**src/rtl/bf_input_commutator.sv**
```systemverilog
// Input commutator for a radix-2 DIF FFT stage: buffers the first half of each
// frame, then pairs every second-half sample with its stored partner plus twiddle.

package bf_input_commutator_pkg;
  parameter int DATA_W = 16;

  typedef logic [DATA_W-1:0] data_sample_t;

  typedef struct packed {
    logic         valid;
    data_sample_t data;
  } data_bus_t;
endpackage

module bf_input_commutator
  import bf_input_commutator_pkg::*;
#(
  parameter int HALF  = 8,
  parameter int TW_AW = $clog2(HALF)
) (
  input  logic             clk,
  input  logic             rst_n,
  input  logic             flush,
  input  data_bus_t        in_sample,
  input  data_sample_t     tw_data,
  output logic [TW_AW-1:0] tw_addr,
  output data_bus_t        add_up,
  output data_bus_t        add_down,
  output data_bus_t        sub_up,
  output data_bus_t        sub_down,
  output data_bus_t        twiddle,
  output logic             frame_done
);

  typedef enum logic {
    FILL = 1'b0,
    PAIR = 1'b1
  } state_t;

  state_t           state;
  logic [TW_AW-1:0] cnt;
  data_sample_t     buffer [HALF];

  logic             cnt_last;
  logic             buf_wr;
  logic [TW_AW-1:0] buf_wr_idx;
  data_sample_t     buf_rd;

  assign cnt_last   = (cnt == TW_AW'(HALF - 1));
  // A flush forces the concurrent sample into slot 0 of a fresh frame.
  assign buf_wr     = in_sample.valid && (flush || state == FILL);
  assign buf_wr_idx = flush ? '0 : cnt;
  assign buf_rd     = buffer[cnt];

  // Storage is deliberately left out of reset so it maps onto plain RAM.
  always_ff @(posedge clk) begin
    if (buf_wr) begin
      buffer[buf_wr_idx] <= in_sample.data;
    end
  end

  always_ff @(posedge clk or negedge rst_n) begin
    if (!rst_n) begin
      state      <= FILL;
      cnt        <= '0;
      tw_addr    <= '0;
      add_up     <= '0;
      add_down   <= '0;
      sub_up     <= '0;
      sub_down   <= '0;
      twiddle    <= '0;
      frame_done <= 1'b0;
    end else begin
      add_up     <= '0;
      add_down   <= '0;
      sub_up     <= '0;
      sub_down   <= '0;
      frame_done <= 1'b0;
      // Twiddle trails the operands by one cycle: tw_addr was loaded with the pair.
      if (add_up.valid) begin
        twiddle <= '{valid: 1'b1, data: tw_data};
      end else begin
        twiddle <= '0;
      end

      if (flush) begin
        state   <= FILL;
        cnt     <= in_sample.valid ? TW_AW'(1) : '0;
        twiddle <= '0;
      end else if (in_sample.valid) begin
        cnt <= cnt + TW_AW'(1);
        case (state)
          FILL: begin
            if (cnt_last) begin
              state <= PAIR;
            end
          end
          PAIR: begin
            add_up     <= '{valid: 1'b1, data: buf_rd};
            sub_up     <= '{valid: 1'b1, data: buf_rd};
            add_down   <= '{valid: 1'b1, data: in_sample.data};
            sub_down   <= '{valid: 1'b1, data: in_sample.data};
            tw_addr    <= cnt;
            frame_done <= cnt_last;
            if (cnt_last) begin
              state <= FILL;
            end
          end
          default: state <= FILL;
        endcase
      end
    end
  end

endmodule
```
**config.mk**
```make
export PLATFORM = sky130hd
export DESIGN_NAME = bf_input_commutator
export DESIGN_NICKNAME = d
export VERILOG_FILES = /design/src/rtl/bf_input_commutator.sv
export SDC_FILE = /design/constraint.sdc
export NUM_CORES = 1
export LEC_CHECK = 0
export BUFFER_PORTS_ARGS = -buffer_cell sky130_fd_sc_hd__buf_2
export CAP_MARGIN = 20
export CORE_MARGIN = 10
export CORE_UTILIZATION = 45
export CTS_CLUSTER_SIZE = 8
export DETAILED_ROUTE_END_ITERATION = 12
export PLACE_DENSITY = 0.73
export RECOVER_POWER = 50
export SYNTH_ARGS = -nofsm -noshare
export SYNTH_HDL_FRONTEND = slang
export SYNTH_SLANG_ARGS = --single-unit
```
**constraint.sdc**
```tcl
create_clock -name clk -period 5.05 [get_ports clk]
set_input_delay 0.2525 -clock clk [delete_from_list [all_inputs] [get_ports clk]]
set_output_delay 0.2525 -clock clk [all_outputs]
set_load 0.02 [all_outputs]
```
-- Yosys cells after proc, flatten, opt, wreduce, memory -nomap -nowiden
Memories as Yosys holds them, arrays and structs flattened.
Cells that the tools add are included.
- $lt $le $gt $ge: 0
- muxes and demuxes: 22
- bitwise logic cells: 2
- shift-type cells: 0
- multiply operators: 0
- divide/modulo/power cells: 0
- reductions and logical operators: 4
- eq/ne operators: 1
- add/subtract/negate cells: 1
- operator list (cell ; number):
    $mux W17 ; 8
    $mux W1 ; 10
    $mux W3 ; 3
    $add A3 B1 Y3 const B ; 1
    $eq A3 B3 Y1 const B ; 1
    $reduce_and A3 Y1 ; 1
    $not A1 Y1 ; 2
    $pmux W1 S2 ; 1
    $reduce_bool A2 Y1 ; 1
    $logic_and A1 B1 Y1 ; 1
    $logic_or A1 B1 Y1 ; 1
- latch bits: 0
- input port bits: 36
- bits in read-only memories: 0
- RAM bits: 128
- memories kept: 1
- register bits: 59
- memory list (name ; depth ; bits a word ; read ports ; clocked after Yosys merged registers in ; wr ports ; line ; text):
    buffer ; 8 ; 16 ; 1 ; 0 ; 1 ; 42 ; data_sample_t buffer [HALF];

-- Logic depth before layout (Yosys ltp)
Gate-level depths: netlist of the first run.
- depth after elaboration: 5
- gate-level depth with buffers: 6
- depth with buffers taken out: 5

-- Worst setup path before layout of the first run
No wires, ideal clock.
- path kind: register to register
- from: register cnt[1]
- to: memory buffer[2][0] in the netlist's numbering (enable)
- library setup time: 409 ps
- path buffers: 3
- stages on the path, launching flop included: 6
- slack: 2631 ps
- clock period less this slack: 2419 ps
- arrival time: 2010 ps
- cells stage by stage: dfrtp_1 buf_6 buf_12 buf_6 nand3b_1 nor3_1
- longest elaborated chain between the ends: 1
- ends and longest elaborated chain (item ; line ; text):
    start, declared ; 41 ; logic [TW_AW-1:0] cnt;
    start signal, assigned ; 88 ; cnt <= in_sample.valid ? TW_AW'(1) : '0;
    start signal, assigned ; 91 ; cnt <= cnt + TW_AW'(1);
    $mux W3 ; 52 ; assign buf_wr_idx = flush ? '0 : cnt;
    end, declared ; 42 ;
No other way between the ends.

-- Final worst setup path of the first run
- from: register state
- to: register sub_up[1] in the netlist's numbering
- longest elaborated chain between the ends: 3
- ends and longest elaborated chain (item ; line ; text):
    start, declared ; 40 ; state_t state;
    start signal, assigned ; 64 ; state <= FILL;
    start signal, assigned ; 87 ; state <= FILL;
    start signal, assigned ; 95 ; state <= PAIR;
    $mux W17 ; 92 ; case (state)
    $mux W17 ; 90 ; end else if (in_sample.valid) begin
    $mux W17 ; 86 ; if (flush) begin
    end signal, assigned ; 100 ; sub_up <= '{valid: 1'b1, data: buf_rd};
    end, declared ; 29 ; output data_bus_t sub_up,
No other way between the ends.
A chain may end at the register's enable or synchronous reset.

==> results of run 1 <==
## worst reg2reg max path, cell delays in order, from the launching register on
cell and delay (ps):
dfrtp_1 860, nand2_2 180, inv_1 530, and3_1 300
## registers in the layout (all words and copies together) (netlist names)
name	count
twiddle	17
state	1
cnt	3
tw_addr	3
frame_done	1
buffer	128
sub_down	17
sub_up	16
## cells in the final DEF (no fill, tap or decap), drive strengths merged
master | Yosys | final
a21oi | 1 | 1
buf | 57 | 75
and3 | 32 | 32
dfrtp | 58 | 58
ha | 3 | 3
nand2b | 3 | 3
clkbuf | 2 | 80
and2 | 18 | 18
xnor2 | 1 | 1
nand3b | 1 | 1
nor2b | 5 | 5
edfxtp | 128 | 128
mux2i | 67 | 67
mux2 | 3 | 3
nor3 | 1 | 1
nor2 | 11 | 11
nand2 | 3 | 3
inv | 1 | 7
clkinv | 0 | 3
clkinvlp | 0 | 2
a22oi | 32 | 32
## area by class of cell
| cell class | instances | share of cell area, % |
|---|---|---|
| clock buffers | 21 | 5.48 |
| clock inverters | 11 | 1.05 |
| inverters | 1 | 0.0457 |
| multi-input cells | 181 | 17.8 |
| flip-flops and latches | 186 | 64.5 |
| well taps | 216 | 3.29 |
| repair buffers | 134 | 7.81 |
## per-stage QoR
step	hold slack, ps	instances	worst slack [ps]	util (%)
4_1_cts	9.32	749	2690	52.2
3_3_place_gp	447	717	2770	48.8
5_1_grt	11.5	750	2990	51.9
3_5_place_dp	461	717	2700	48.8
2_1_floorplan	-43.1	427	2630	-
6_report	-14.5	750	3110	51.9
## path summary, 6_finish.rpt
check / to
max reg2reg: sub_up[1]
max in group asynchronous: cnt[1]
max: sub_up[1]
min reg2reg: tw_addr[0]
min: twiddle[2]
min in group clk: twiddle[0]
## metal layers
metal	wire, microns	global-route usage, %	vias up
li1	-	-	1738
met1	6030	16.0	1878
met2	7470	23.7	129
met3	941	4.88	23
met4	202	4.70	0
met5	0	0	-
## power groups by stage
stage                     sequential (uW)  clock [uW]  combinational (uW)
final                                1680        1210                 224
after global placement               1740           0                 189
after CTS                            1710        1230                 196
after detailed placement             1740           0                 195
after global routing                 1690        1300                 244
after floorplan                      1700           0                 179
## cells by family (layout without fill, tap and decap cells)
logic type	after synthesis	after routing
AOI/OAI and AO/OA	33	33
xor gates and xnor gates	1	1
adders and majority gates	3	3
buffers and inverters	60	167
DFF	186	186
muxes	70	70
and+or+nand+nor	74	74
==> impl_metrics.toml, run 1 <==
[floorplan]
die_w_microns = 147
die_h_microns = 147
row_count = 46
design.core.area_sq_um = 15800
die_area_sq_um = 21600
num_io_pins = 125
initial_core_util_pct = 45.8

[sta]
timing.final.crit_share_pct = 38.4
slew_headroom_pct = 41.8
hold_slack_ps = -14.5
worstMarginPinSlew_ps = 871
skew_ps = 10.5
fin_crit_ps = 1940
drv_slew = 0
rsz0062_at_grt = "no"
finalSetupViolCount = 0
max_freq_mhz = 515
tns_ps = 0
final_hold_viol_count = 32

[cts]
cts_tree = "yes"
holdBufCountCts = 0
clock_path_buffers = 2
cts_root_buffer = "clkbuf_16"
clock_latency_ps = 430
cts_buffers = 17
cts_resized = 0
h-tree-depth = 4
postCtsSetupBuffers = 0
cts.clk_slew.worst_paths_ps = 70
cts.sinks = 186

[worst_setup_path]
r2r_cells = 3
rrSetupSlack_ps = 3110
timing.setup.critical_path_class = "reg2reg"
cp_max_fo = 21
path_cells = "nand2_2, inv_1, and3_1"
crit_path_top_delay_cell = "dfrtp_1"
startpoint_type = "flip-flop"
rr_startpoint = "state"
cpPeakStageDelay_ps = 860
crit_family = "flip-flops"
end_kind = "flip-flop"
cp.required_ps = 5400
worst-path-buf-inv = 1
startpoint = "state"
worst-path-stages = 3
arrival_ps = 2290

[final_layout]
fillers = 1302
synthToLayoutAreaGrowth_pct = 13.4
regArea_sq_um = 5300
drive_above_1_share_pct = 21.0
multi_input_area_sq_um = 1460
diodes = 0
layout.nets = 560
fin_area_sq_um = 8220

[run_status]
run_status = "finished, violations left"
violations = "hold timing"

[logic_synthesis]
ys_ff_latch = 186
synthArstFlopShare_pct = 31.2
synth_nets = 466
yosys.cell_count.top_type = "edfxtp_1"
synth-edff-count = 128
synth_mux_area_share_pct = 9.72
synth_compound_area_share_pct = 3.39
synthSimpleGateAreaFrac_pct = 6.39
synthAdderAreaFrac_pct = 0.518
netlist_top_cells_count = "edfxtp_1, mux2i_1, dfrtp_1, buf_4"
ys_top_cells_by_area = "edfxtp_1, dfrtp_1, mux2i_1"
synth.avg_cell_area_sq_um = 17.0
seq_area_frac_synth_pct = 73.1
syn_inst = 427
synth_top_family_by_area = "multiplexers"
yosys_warnings = 0
yosysTopAreaCellShare_pct = 53.1
ys_types = 26
synth_ff_type = "edfxtp_1"
synth_area_sq_um = 7240
synth_xor_area_share_pct = 0.121
yosysTopAreaCell = "edfxtp_1"

[placed_design]
gp_congestion = 0.763
io_buffers = 124
postPlaceCellArea_sq_um = 7720
place_hpwl_microns = 9360

[hold_path]
hold_class = "in2async"

[global_routing]
grt_pass1_wl_microns = 23200
grt_max_degree = 70
grt.total_usage_pct = 13.9
grt_antenna_before_repair = 0
grt_overflow = 0
grt_pass1_vias = 4122

[drt]
wl_per_cell_microns = 19.5
viasPerCell = 5.02
drc = 0
drt_first_pass_iters = 4
first_iter_violations = 273
drtAntennaViolNets = 0
wl_microns = 14600
vias = 3768

[power_and_ir_drop]
power.density_nw_per_um2 = 379
p_total_uw = 3110
p_seq_share_pct = 54.1
clockPowerShare_pct = 38.7
peakVddDrop_v = 0.000277
total_leakage_power_uw = 0.00332
p_sw_share_pct = 22.8
combPwrFrac_pct = 7.2
p_sw_uw = 708
p_int_uw = 2410

[job]
drv_cap = 0
Power figures use the tool's default switching activity.
==> run 2: changes to the inputs <==
==> constraint.sdc (replaced) <==
create_clock -name clk -period 1.8 [get_ports clk]
set_input_delay 0.09 -clock clk [delete_from_list [all_inputs] [get_ports clk]]
set_output_delay 0.09 -clock clk [all_outputs]
set_load 0.02 [all_outputs]
==> run 2 against run 1 <==
- the run now ends clean
- cell count grew 6.7%
- combinational power grew to 3.3 times the previous value
- die area is the same
- first-iteration DRC count down 25%
- non-clock buffer count grew 50
- core utilization up 3.7 points
- routed wire length increased by 5.8%
- power rose to 3.0 times the previous value
- flip-flop and latch count did not move
- critical path depth did not move
- setup slack got worse by 2900 ps
- critical path type unchanged
==> impl_metrics.toml, run 2 (synthesized netlist as in run 1, its figures left out) <==
[worst_setup_path]
startpoint_type = "flip-flop"
r2r_end = "sub_up[14]"
arrival_ps = 1960
end_kind = "flip-flop"
cp.required_ps = 2120
timing.setup.critical_path_class = "reg2reg"
cp_max_fo = 16
rrSetupSlack_ps = 160
rr_startpoint = "cnt[0]"
r2r_cells = 3

[cts]
h-tree-depth = 4
clock_latency_ps = 430
cts_buffers = 17
cts.clk_slew.worst_paths_ps = 70
cts_tree = "yes"
postCtsSetupBuffers = 0
cts_root_buffer = "clkbuf_16"
cts.sinks = 186
clock_path_buffers = 2

[power_and_ir_drop]
power.density_nw_per_um2 = 1050
p_sw_uw = 2020
peakVddDrop_v = 0.000705
p_sw_share_pct = 21.8
total_leakage_power_uw = 0.00360
clockPowerShare_pct = 41.3
combPwrFrac_pct = 7.9
p_seq_share_pct = 50.8
p_int_uw = 7250
p_total_uw = 9270

[drt]
drc = 0
first_iter_violations = 205
wl_met2_microns = 7990
drt-met1-wl_microns = 6530
vias = 3965
drt_first_pass_iters = 4
wl_met3_microns = 674
viasPerCell = 4.96
top_layer = "met4"
drtAntennaViolNets = 0
wl_microns = 15500
wl_per_cell_microns = 19.4

[final_layout]
drive_above_1_share_pct = 22.8
fillers = 1275
diodes = 0
layout.nets = 610
largest-register = "buffer"
mostFrequentLayoutCells = "edfxtp_1, mux2i_1, buf_2"
largest_register_ffs = 128
final_cells = 800
top_regs = "buffer: 128 flops, sub_down: 17 flops, twiddle: 17 flops"
synthToLayoutAreaGrowth_pct = 21.5
mostFrequentLayoutCell = "edfxtp_1"

[global_routing]
grt_antenna_before_repair = 0
grt_pass1_vias = 4314
grt.total_usage_pct = 14.8
grt_max_degree = 37
grt_pass1_wl_microns = 24700
grt_overflow = 0

[sta]
skew_ps = 7.22
drv_slew = 0
worstMarginPinSlew_ps = 1170
rsz0062_at_grt = "no"
finalSetupViolCount = 0
timing.final.crit_share_pct = 91.0
final_hold_viol_count = 0
setup_ws_ps = 162
max_freq_mhz = 611
fin_crit_ps = 1640
tns_ps = 0
slew_headroom_pct = 22.1

[placed_design]
gp_congestion = 0.789
io_buffers = 124
place_ws_ps = 145
place_hpwl_microns = 10300
dp_cells = 733

[hold_path]
min_path_cells = 3
hold_class = "in2reg"
min_to = "twiddle[2]"
hp-start = "tw_data[2]"

[floorplan]
die_h_microns = 147
design.core.area_sq_um = 15800
initial_core_util_pct = 45.8
die_w_microns = 147
row_count = 46
die_area_sq_um = 21600
num_io_pins = 125

[job]
drv_cap = 0

[run_status]
run_status = "complete, no violations"
==> run 2: cell count changes in the layout (fill, tap and decap cells not counted), sizes merged <==
| cell | previous run | this run |
|---|---|---|
| clkinvlp | 2 | 0 |
| inv | 7 | 6 |
| bufinv | 0 | 3 |
| dlygate4sd3 | 0 | 35 |
| buf | 75 | 91 |
| clkbuf | 80 | 79 |
==> run 2: worst max path at each step <==
| stage | start | endpoint | slack, ps | depth (start not counted) |
|---|---|---|---|---|
| 6_report | cnt[0] | sub_up[14] | 160 | 3 |
| 2_1_floorplan | cnt[1] | buffer[3][0] | -190 | 5 |
| 5_1_grt | rst_n | sub_up[12] | 50 | 3 |
| 4_1_cts | cnt[0] | sub_up[14] | 130 | 3 |
| 3_5_place_dp | cnt[0] | sub_up[14] | 150 | 3 |
| 3_3_place_gp | cnt[0] | sub_up[6] | 230 | 3 |
==> run 2: what timing repair did <==
item                                   CTS  global route
endpoints found under the hold margin  168             0
setup endpoints to repair                0             0
hold buffers                            35             0
gates resized for setup                  0             0
==> run 2: stage by stage <==
step	instance area, sq um	utilization (%)	hold WS (ps)
2_1_floorplan	7280	-	-206
3_3_place_gp	7910	50.0	59.8
3_5_place_dp	7910	50.0	72.9
4_1_cts	8870	56.1	152
5_1_grt	8800	55.6	412
6_report	8800	55.6	407
==> run 2: layout make-up <==
cell class | count | area [sq um] | share of cell area (%)
sequential | 186 | 5300 | 60.2
multi-input combinational | 181 | 1490 | 17.0
clock buffer | 21 | 450 | 5.12
clock inverter | 11 | 159 | 1.81
timing repair buffer | 184 | 1120 | 12.8
inverter | 1 | 3.75 | 0.0427
tap | 216 | 270 | 3.07
==> run 2: critical path, stage by stage, from the launching register on <==
cell and delay, ps:
dfrtp_1 620, nor2b_4 530, a22oi_1 180, and3_1 210
==> run 2: metal layers <==
metal / up-vias / GRT usage, %
met4: 0 / 6.11
met2: 100 / 25.3
met5: - / 0
met1: 2005 / 17.3
met3: 21 / 3.84
li1: 1839 / -
==> run 2: power by group through the flow <==
stage	Clock (uW)	Sequential, uW	Combinational, uW
after floorplan	0	4780	515
after global placement	0	4800	663
after detailed placement	0	4800	686
after CTS	3890	4710	747
after global routing	4090	4720	806
final	3830	4710	730
